<file path="src/rtl/change_dispenser_if.sv">
// Payout command/status and coin-hopper handshake bundle for change_dispenser.
// COIN_TALLY_EN adds per-denomination coin tallies to the status side.
interface change_dispenser_if;
  logic       start;
  logic [9:0] amount;
  logic       abort;
  logic       coin_ack;
  logic       coin_req;
  logic [1:0] coin_type;
  logic [9:0] remaining;
  logic       busy;
  logic       done;
  logic       short;
  logic       fault;
`ifdef COIN_TALLY_EN
  logic [7:0] tally_5;
  logic [7:0] tally_1;
  logic [7:0] tally_05;
`endif

  modport master (
    output start, amount, abort, coin_ack,
`ifdef COIN_TALLY_EN
    input  tally_5, tally_1, tally_05,
`endif
    input  coin_req, coin_type, remaining, busy, done, short, fault
  );

  modport slave (
    input  start, amount, abort, coin_ack,
`ifdef COIN_TALLY_EN
    output tally_5, tally_1, tally_05,
`endif
    output coin_req, coin_type, remaining, busy, done, short, fault
  );
endinterface

</file>
<file path="src/rtl/change_dispenser.sv">
// Pays an amount out as largest-first coin requests over a four-phase req/ack hopper handshake;
// coin_req rises 2 edges after start, hopper stalls are unbounded except in REQ (TIMEOUT -> FAULT). Option: COIN_TALLY_EN.
module change_dispenser #(
  parameter int TIMEOUT    = 1000,
  parameter int MAX_AMOUNT = 999
) (
  input  logic               clk,
  input  logic               rst_n,
  change_dispenser_if.slave  bus
);

  localparam int         TW    = $clog2(TIMEOUT);
  localparam logic [9:0] MAX_A = 10'(MAX_AMOUNT);

  typedef enum logic [2:0] {
    IDLE,
    SELECT,
    REQ,
    WAIT_REL,
    DONE,
    FAULT
  } state_t;

  state_t        state_q;
  logic [TW-1:0] timer_q;
  logic          coin_req_q;
  logic [1:0]    coin_type_q;
  logic [9:0]    remaining_q;
  logic          busy_q;
  logic          done_q;
  logic          short_q;
  logic          short_flag_q;
  logic          fault_q;
`ifdef COIN_TALLY_EN
  logic [7:0]    tally_5_q;
  logic [7:0]    tally_1_q;
  logic [7:0]    tally_05_q;
`endif

  logic [9:0] clamp_d;
  logic [9:0] residue_d;
  logic [9:0] start_rem_d;
  logic [9:0] coin_val_d;

  // The residue below one 0.5-yuan coin can never be paid, so it is dropped up front.
  always_comb begin
    clamp_d     = (bus.amount > MAX_A) ? MAX_A : bus.amount;
    residue_d   = clamp_d % 10'd5;
    start_rem_d = clamp_d - residue_d;
    case (coin_type_q)
      2'd2:    coin_val_d = 10'd50;
      2'd1:    coin_val_d = 10'd10;
      default: coin_val_d = 10'd5;
    endcase
  end

  always_ff @(posedge clk or negedge rst_n) begin
    if (!rst_n) begin
      state_q      <= IDLE;
      timer_q      <= '0;
      coin_req_q   <= 1'b0;
      coin_type_q  <= 2'd0;
      remaining_q  <= 10'd0;
      busy_q       <= 1'b0;
      done_q       <= 1'b0;
      short_q      <= 1'b0;
      short_flag_q <= 1'b0;
      fault_q      <= 1'b0;
`ifdef COIN_TALLY_EN
      tally_5_q    <= 8'd0;
      tally_1_q    <= 8'd0;
      tally_05_q   <= 8'd0;
`endif
    end else if (bus.abort) begin
      // remaining_q and the tallies are intentionally left untouched
      state_q    <= IDLE;
      timer_q    <= '0;
      coin_req_q <= 1'b0;
      busy_q     <= 1'b0;
      done_q     <= 1'b0;
      short_q    <= 1'b0;
      fault_q    <= 1'b0;
    end else begin
      case (state_q)
        IDLE: begin
          done_q  <= 1'b0;
          short_q <= 1'b0;
          if (bus.start) begin
            remaining_q  <= start_rem_d;
            short_flag_q <= (residue_d != 10'd0);
            busy_q       <= 1'b1;
            state_q      <= SELECT;
`ifdef COIN_TALLY_EN
            tally_5_q    <= 8'd0;
            tally_1_q    <= 8'd0;
            tally_05_q   <= 8'd0;
`endif
          end
        end
        SELECT: begin
          timer_q <= '0;
          if (remaining_q >= 10'd50) begin
            coin_type_q <= 2'd2;
            coin_req_q  <= 1'b1;
            state_q     <= REQ;
          end else if (remaining_q >= 10'd10) begin
            coin_type_q <= 2'd1;
            coin_req_q  <= 1'b1;
            state_q     <= REQ;
          end else if (remaining_q >= 10'd5) begin
            coin_type_q <= 2'd0;
            coin_req_q  <= 1'b1;
            state_q     <= REQ;
          end else begin
            done_q  <= 1'b1;
            short_q <= short_flag_q;
            state_q <= DONE;
          end
        end
        REQ: begin
          if (bus.coin_ack) begin
            remaining_q <= remaining_q - coin_val_d;
            coin_req_q  <= 1'b0;
            state_q     <= WAIT_REL;
`ifdef COIN_TALLY_EN
            case (coin_type_q)
              2'd2:    if (tally_5_q  != 8'hFF) tally_5_q  <= tally_5_q  + 8'd1;
              2'd1:    if (tally_1_q  != 8'hFF) tally_1_q  <= tally_1_q  + 8'd1;
              default: if (tally_05_q != 8'hFF) tally_05_q <= tally_05_q + 8'd1;
            endcase
`endif
          end else if (timer_q == TW'(TIMEOUT - 1)) begin
            coin_req_q <= 1'b0;
            fault_q    <= 1'b1;
            state_q    <= FAULT;
          end else begin
            timer_q <= timer_q + 1'b1;
          end
        end
        WAIT_REL: begin
          if (!bus.coin_ack) state_q <= SELECT;
        end
        DONE: begin
          done_q  <= 1'b0;
          short_q <= 1'b0;
          busy_q  <= 1'b0;
          state_q <= IDLE;
        end
        FAULT: begin
          fault_q <= 1'b1;
        end
        default: begin
          state_q    <= IDLE;
          coin_req_q <= 1'b0;
          busy_q     <= 1'b0;
        end
      endcase
    end
  end

  assign bus.coin_req  = coin_req_q;
  assign bus.coin_type = coin_type_q;
  assign bus.remaining = remaining_q;
  assign bus.busy      = busy_q;
  assign bus.done      = done_q;
  assign bus.short     = short_q;
  assign bus.fault     = fault_q;
`ifdef COIN_TALLY_EN
  assign bus.tally_5   = tally_5_q;
  assign bus.tally_1   = tally_1_q;
  assign bus.tally_05  = tally_05_q;
`endif

endmodule

</file>
<file path="src/flat_wrapper.sv">
// flat-port wrapper written by rule: the top's interface ports become plain ports
module change_dispenser_flat 
#(
  parameter int TIMEOUT    = 1000,
  parameter int MAX_AMOUNT = 999
)
  (clk, rst_n, bus_start, bus_amount, bus_abort, bus_coin_ack, bus_coin_req, bus_coin_type, bus_remaining, bus_busy, bus_done, bus_short, bus_fault);
  change_dispenser_if bus_i ();
  input  logic clk;
  input  logic rst_n;
  input wire logic [$bits(bus_i.start)-1:0] bus_start;
  input wire logic [$bits(bus_i.amount)-1:0] bus_amount;
  input wire logic [$bits(bus_i.abort)-1:0] bus_abort;
  input wire logic [$bits(bus_i.coin_ack)-1:0] bus_coin_ack;
  output wire logic [$bits(bus_i.coin_req)-1:0] bus_coin_req;
  output wire logic [$bits(bus_i.coin_type)-1:0] bus_coin_type;
  output wire logic [$bits(bus_i.remaining)-1:0] bus_remaining;
  output wire logic [$bits(bus_i.busy)-1:0] bus_busy;
  output wire logic [$bits(bus_i.done)-1:0] bus_done;
  output wire logic [$bits(bus_i.short)-1:0] bus_short;
  output wire logic [$bits(bus_i.fault)-1:0] bus_fault;
  assign bus_i.start = bus_start;
  assign bus_i.amount = bus_amount;
  assign bus_i.abort = bus_abort;
  assign bus_i.coin_ack = bus_coin_ack;
  assign bus_coin_req = bus_i.coin_req;
  assign bus_coin_type = bus_i.coin_type;
  assign bus_remaining = bus_i.remaining;
  assign bus_busy = bus_i.busy;
  assign bus_done = bus_i.done;
  assign bus_short = bus_i.short;
  assign bus_fault = bus_i.fault;
  change_dispenser #(.TIMEOUT(TIMEOUT), .MAX_AMOUNT(MAX_AMOUNT)) u_core (.clk(clk), .rst_n(rst_n), .bus(bus_i));
endmodule
</file>
<file path="config.mk">
export PLATFORM = sky130hd
export DESIGN_NAME = change_dispenser_flat
export DESIGN_NICKNAME = d
export VERILOG_FILES = /design/src/rtl/change_dispenser_if.sv /design/src/rtl/change_dispenser.sv /design/src/flat_wrapper.sv
export SDC_FILE = /design/constraint.sdc
export NUM_CORES = 1
export LEC_CHECK = 0
export ABC_CLOCK_PERIOD_IN_PS = 3400
export CAP_MARGIN = 40
export CORE_MARGIN = 10
export CORE_UTILIZATION = 35
export CTS_CLUSTER_SIZE = 40
export DETAILED_ROUTE_END_ITERATION = 6
export GPL_TIMING_DRIVEN = 0
export PLACE_DENSITY = 0.61
export SLEW_MARGIN = 20
export SYNTH_ARGS = -nofsm -noshare
export SYNTH_HDL_FRONTEND = slang
export SYNTH_SLANG_ARGS = --single-unit
</file>
<file path="constraint.sdc">
create_clock -name clk -period 3.4 [get_ports clk]
set_input_delay 0.34 -clock clk [delete_from_list [all_inputs] [get_ports clk]]
set_output_delay 0.34 -clock clk [all_outputs]
set_load 0.005 [all_outputs]
</file>
* Word level (Yosys, flattened, before mapping)
Cells that the tools add are included.
** Word-level totals
- Word-level logic and storage cells :: 106
- Flip-flop bits (word level) :: 31
** Cells by class
- Reductions and logical operators :: 19
- Eq/ne operators :: 23
- Bitwise gates (word level) :: 1
- Add/subtract/negate cells :: 3
- Div/mod/pow operators :: 1
- Order comparisons :: 4
- Muxes and demuxes :: 45
** Operators with widths (number)
- $mux 10 :: 6
- $pmux 10 s2 :: 2
- $mux 3 :: 8
- $ne 3x3->1 const B :: 7
- $mux 1 :: 19
- $pmux 3 s5 :: 1
- $reduce_and 3->1 :: 5
- $pmux 6 s2 :: 1
- $reduce_and 4->1 :: 3
- $reduce_bool 3->1 :: 4
- $add 10x1->10 const B :: 1
- $eq 10x10->1 const B :: 1
- $ge 10x3->1 const B :: 1
- $ge 10x4->1 const B :: 1
- $ge 10x6->1 const B :: 1
- $gt 10x10->1 const B :: 1
- $mod 10x3->10 const B :: 1
- $reduce_bool 10->1 :: 1
- $sub 10x10->10 :: 1
- $sub 10x6->10 :: 1
- $pmux 1 s2 :: 4
- $reduce_or 4->1 :: 2
- $eq 3x2->1 const B :: 2
- $eq 3x3->1 const B :: 2
- 15 further kinds :: 20

* Logic depth before layout (Yosys ltp)
- Word-level depth :: 6
- Depth in mapped cells :: 38
- Depth with buffers taken out :: 35

* Least setup slack after synthesis
No wires, ideal clock.
- Path kind :: input to register
- From :: input port bus_amount[5]
- To :: register u_core.remaining_q[7], in the netlist u_core.bus.remaining[7]
- Setup slack :: -3689 ps
- Library setup time :: 138 ps
- Arrival :: 6952 ps
- Cell stages on the path :: 36
- Cell sequence :: buf_6 > and4bb_2 > nor2b_1 > o311a_1 > a211oi_2 > o22ai_1 > ha_1 > nor3b_1 > o21ai_1 > nand2_1 > clkbuf_1 > o211ai_1 > o32ai_1 > a211o_1 > inv_1 > ha_1 > nor2_1 > nand3_1 > nand4_1 > nor2_2 > o21a_1 > xnor2_1 > ha_1 > o221ai_1 > a221oi_2 > nand3_1 > mux2_2 > ha_1 > a21o_1 > a21o_1 > a211o_1 > o211ai_1 > o21ai_1 > o211ai_1 > xor2_1 > o221ai_1
** On the way
- Word-level cells in the longest chain between the ends :: 6
** RTL lines
- start: declaration :: RTL line flat_wrapper.sv:12 : input wire logic [$bits(bus_i.amount)-1:0] bus_amount;
- $gt 10x10->1 :: RTL line change_dispenser.sv:47 : clamp_d = (bus.amount > MAX_A) ? MAX_A : bus.amount;
- $mux 10 (*) :: RTL line change_dispenser.sv:47
- $mod 10x3->10 :: RTL line change_dispenser.sv:48 : residue_d = clamp_d % 10'd5;
- $sub 10x10->10 (*) :: RTL line change_dispenser.sv:49 : start_rem_d = clamp_d - residue_d;
- $mux 10 (*) :: RTL line change_dispenser.sv:88 : if (bus.start) begin
- $pmux 10 s2 (*) :: RTL line change_dispenser.sv:84 : case (state_q)
- end signal: assignment :: RTL line change_dispenser.sv:89 : remaining_q <= start_rem_d;
- end signal: assignment :: RTL line change_dispenser.sv:122 : remaining_q <= remaining_q - coin_val_d;
- end: declaration :: RTL line change_dispenser.sv:28 : logic [9:0] remaining_q;
Every way passes the cells marked *; elsewhere a longest branch is shown, timed or not. The select of a mux whose other input is x is not followed.
A chain may end at the register's enable or synchronous reset.

* Final worst setup path
- From :: input port bus_amount[9]
- To :: register u_core.remaining_q[7], in the netlist u_core.bus.remaining[7]
Same word-level chain as after synthesis.

==> impl_results.md <==
- Delay of the slowest critical-path stage: about 0.41 ns
- Final Skew: between 0.006 and 0.007 ns
- Post-synthesis async set-or-reset flop share: 1.00
- RD Place Congestion: between 0.9 and 1
- Final wirelength: between 10000 and 15000 um
- Max_slew headroom: 0.468
- Least-Margin Pin Slew: a little under 0.8 ns
- TritonCTS Buffers: 5
- CTS H-tree lvls: 2
- Gr usage total: 0.149
- Mapped cell area: 0.00405 sq mm
- Post-placement cell count: around 700
- Leak: roughly 2.2 nW
- Area contributors post-synth: dfrtp_1 (19%), ha_1 (7.1%), nor2_1 (5.6%)
- Slowest cell on the critical path: a2111oi_4
- First-pass GRT wire length: approximately 21000 um
- Layout cell share with drive strength beyond 1: 0.238
- EDFF count, synth: 0
- Final HPWL DP: around 9200 um
- Hold WC Path Type: in2async
- Initial drt markers: around 330
- CP startpoint kind: input pin
- Die ar.: roughly 0.016 sq mm
- Clk slew on worst S/H paths: ~0.050 ns
- Area grow syn2layout: 32.4%
- IO Pins: 32
- Count leader, synth: nor2_1
- Pwr Density: ~690 mW/mm^2
- Pin count of the biggest net entering global routing: 32
- Synth warn: 0
- Switching portion of total power: 0.458
- Pins Over Slew Limit: 0
- Ys flop type: dfrtp_1
- Combinational share of power: 0.698
- Layout Nets: 639
- Starting Density: 0.356
- Antenna-violating nets left: 0
- Post-route clock period utilization: 2.00
- Via density: around 5.9
- Chip width: about 130 um
- Clk Latency, worst-skew pair: roughly 0.28 ns
- Fill count: about 1100
- Initial antenna violation count: 0
- Row cnt: 39
- Worst setup EP type: flip-flop
- Number of hold buffers added after CTS: 0
- N_diodes: 0
- Post-synth top cells: nor2_1 (60), nand2_1 (56), dfrtp_1 (31)
- Final setup fails: 11
- Register bit total from synthesis: 31
- Worst EP required: between 3 and 4 ns
- Register area share after synthesis: 0.191
- Outcome: complete, but fails checks
- CTS tree: built
- Post-synth top area cell: dfrtp_1
- Arr. time, crit path: between 6 and 7 ns
- Setup WS pre-CTS: -4.86 ns
- Drt wl/cell: around 17 um
- RSZ-0062 raised after global routing: true
- Vias in the first global route: ~4200
- Drt drc: 0
- Switch Pwr: between 1.5 and 2 mW
- Avg Inst Size Synth: ~7.7 sq um
- Core box area: around 0.011 sq mm
- Failing checks: negative setup slack
- Buffers added on ports: 27
- Final cell count without fillers: between 700 and 800
- Clock share of power: 0.143
- Crit Path Category: in2reg
- Top cell type's share of synthesized area: 0.191
- Via count: approximately 4400
- Die height: 128 um
- Cell-internal power: 1.99 mW
- Clock sink total: 31
- VDD IR max: about 0.00043 V
- Total nets after synthesis: roughly 570
- Crit path time final: about 7 ns
- Maximum fanout along the worst path: 6
- Drt first pass iters: 5
- GRT overflow: 0
- Setup WS post-layout: -3.42 ns
- Synth cell types: 88
- Seq pwr share: 0.159
- Post-synthesis cell count: around 530
- Max_cap viols: 0
- Highest clock rate: about 150 MHz
- Root Buffer: clkbuf_16
- CTS max path bufs: 2
- Final hold violations: 0
[sequential cells by signal, indices dropped and copies added, names as in the netlist]
signal and count:
u_core.bus.fault 1, u_core.timer_q 10, u_core.bus.coin_type 2, u_core.bus.done 1
u_core.short_flag_q 1, u_core.bus.coin_req 1, u_core.bus.remaining 10, u_core.bus.busy 1
u_core.bus.short 1, u_core.state_q 3
[cell usage in the layout (no fill, tap or decap), drive strengths merged, types with 6 or more instances in the layout]
| master | synthesis | routed |
|---|---|---|
| nor2b | 7 | 7 |
| nor3 | 12 | 12 |
| dfrtp | 31 | 31 |
| and2 | 7 | 7 |
| nand3 | 13 | 13 |
| a211oi | 10 | 10 |
| xnor2 | 9 | 9 |
| or3 | 6 | 6 |
| o21ai | 38 | 38 |
| nand2 | 57 | 57 |
| xor2 | 18 | 18 |
| o211ai | 10 | 10 |
| nand4 | 7 | 7 |
| clkdlybuf4s50 | 0 | 22 |
| nor3b | 9 | 9 |
| ha | 23 | 23 |
| nor2 | 61 | 61 |
| inv | 22 | 22 |
| a31oi | 15 | 15 |
| buf | 14 | 57 |
| a221oi | 6 | 6 |
| clkbuf | 15 | 19 |
| a21oi | 25 | 25 |
| a21o | 11 | 11 |
| and3 | 9 | 9 |
[final cells by class]
type | instances | area (sq um) | area share
tap | 143 | 179 | 0.0334
inverter | 22 | 85.1 | 0.0159
multi-input combinational | 447 | 3400 | 0.633
timing repair buffer | 64 | 557 | 0.104
sequential | 31 | 776 | 0.145
clock buffer | 6 | 139 | 0.0259
clock inverter | 2 | 35.0 | 0.00653
buffer | 28 | 198 | 0.0369
[final timing paths]
| path | startpoint | to | slack [ns] | cells after the start |
|---|---|---|---|---|
| setup / recovery | bus_amount[9] | u_core.bus.remaining[7] | -3.42 | 37 |
| hold / removal | rst_n | u_core.timer_q[8] | 0.12 | 1 |
| setup reg to reg | u_core.bus.coin_type[0] | u_core.bus.remaining[9] | 0.34 | 13 |
| hold reg to reg | u_core.timer_q[0] | u_core.timer_q[0] | 0.53 | 1 |
| max in group asynchronous | rst_n | u_core.timer_q[7] | 2.83 | 1 |
| min in group clk | u_core.timer_q[0] | u_core.timer_q[0] | 0.53 | 1 |
[power by group through the flow]
| stage | Combinational, mW | Sequential, mW | Clock [mW] |
|---|---|---|---|
| after floorplan | 1.61 | 0.563 | 0 |
| after global placement | 2.15 | 0.580 | 0 |
| after detailed placement | 2.21 | 0.588 | 0 |
| after CTS | 2.43 | 0.583 | 0.532 |
| after global routing | 2.86 | 0.600 | 0.551 |
| final | 2.57 | 0.584 | 0.526 |
[kinds of logic after synthesis]
kind of cell | share of synthesized area
AO/OA/AOI/OAI | 0.311
XOR/XNOR | 0.0602
adder cells (fa/ha/maj) | 0.0809
buffers and inverters | 0.0605
flip-flops | 0.191
multiplexers | 0.0105
AND/OR/NAND/NOR | 0.285
[worst max-delay path: cells and delay by family]
kind                       cells  cell delay (ns)
AOI/OAI and AO/OA             19             3.40
and+or+nand+nor                7             1.26
adders and majority gates      4             0.79
buffers and inverters          4             0.43
muxes                          1             0.37
xor gates and xnor gates       2             0.35
[what timing repair did]
item,4_1_cts,5_1_grt
gates cloned,1,0
pin swaps,39,31
hold endpoints to repair,0,0
setup endpoints to repair,11,11
gates resized for setup,63,26
setup buffers,28,6
[metrics by stage]
| stage | util | setup TNS (ns) | instance area (sq um) | hold WS (ns) | total power, mW |
|---|---|---|---|---|---|
| global route | 0.472 | -36.73 | 5360 | 0.176 | 4.01 |
| detailed placement | 0.405 | -48.66 | 4600 | 0.439 | 2.80 |
| CTS | 0.457 | -32.19 | 5190 | 0.148 | 3.54 |
| floorplan | - | -31.27 | 4150 | 0.0444 | 2.17 |
| finish | 0.472 | -33.67 | 5360 | 0.119 | 3.68 |
| global placement | 0.404 | -46.79 | 4600 | 0.515 | 2.73 |
[routing by layer]
layer / vias to the layer above / routed length (um) / global-route usage
met4: 0 / 220 / 0.0397
met3: 20 / 590 / 0.0124
met2: 131 / 6190 / 0.263
met5: - / 0 / 0
li1: 2114 / - / -
met1: 2103 / 5580 / 0.191
Power figures use the tool's default switching activity.
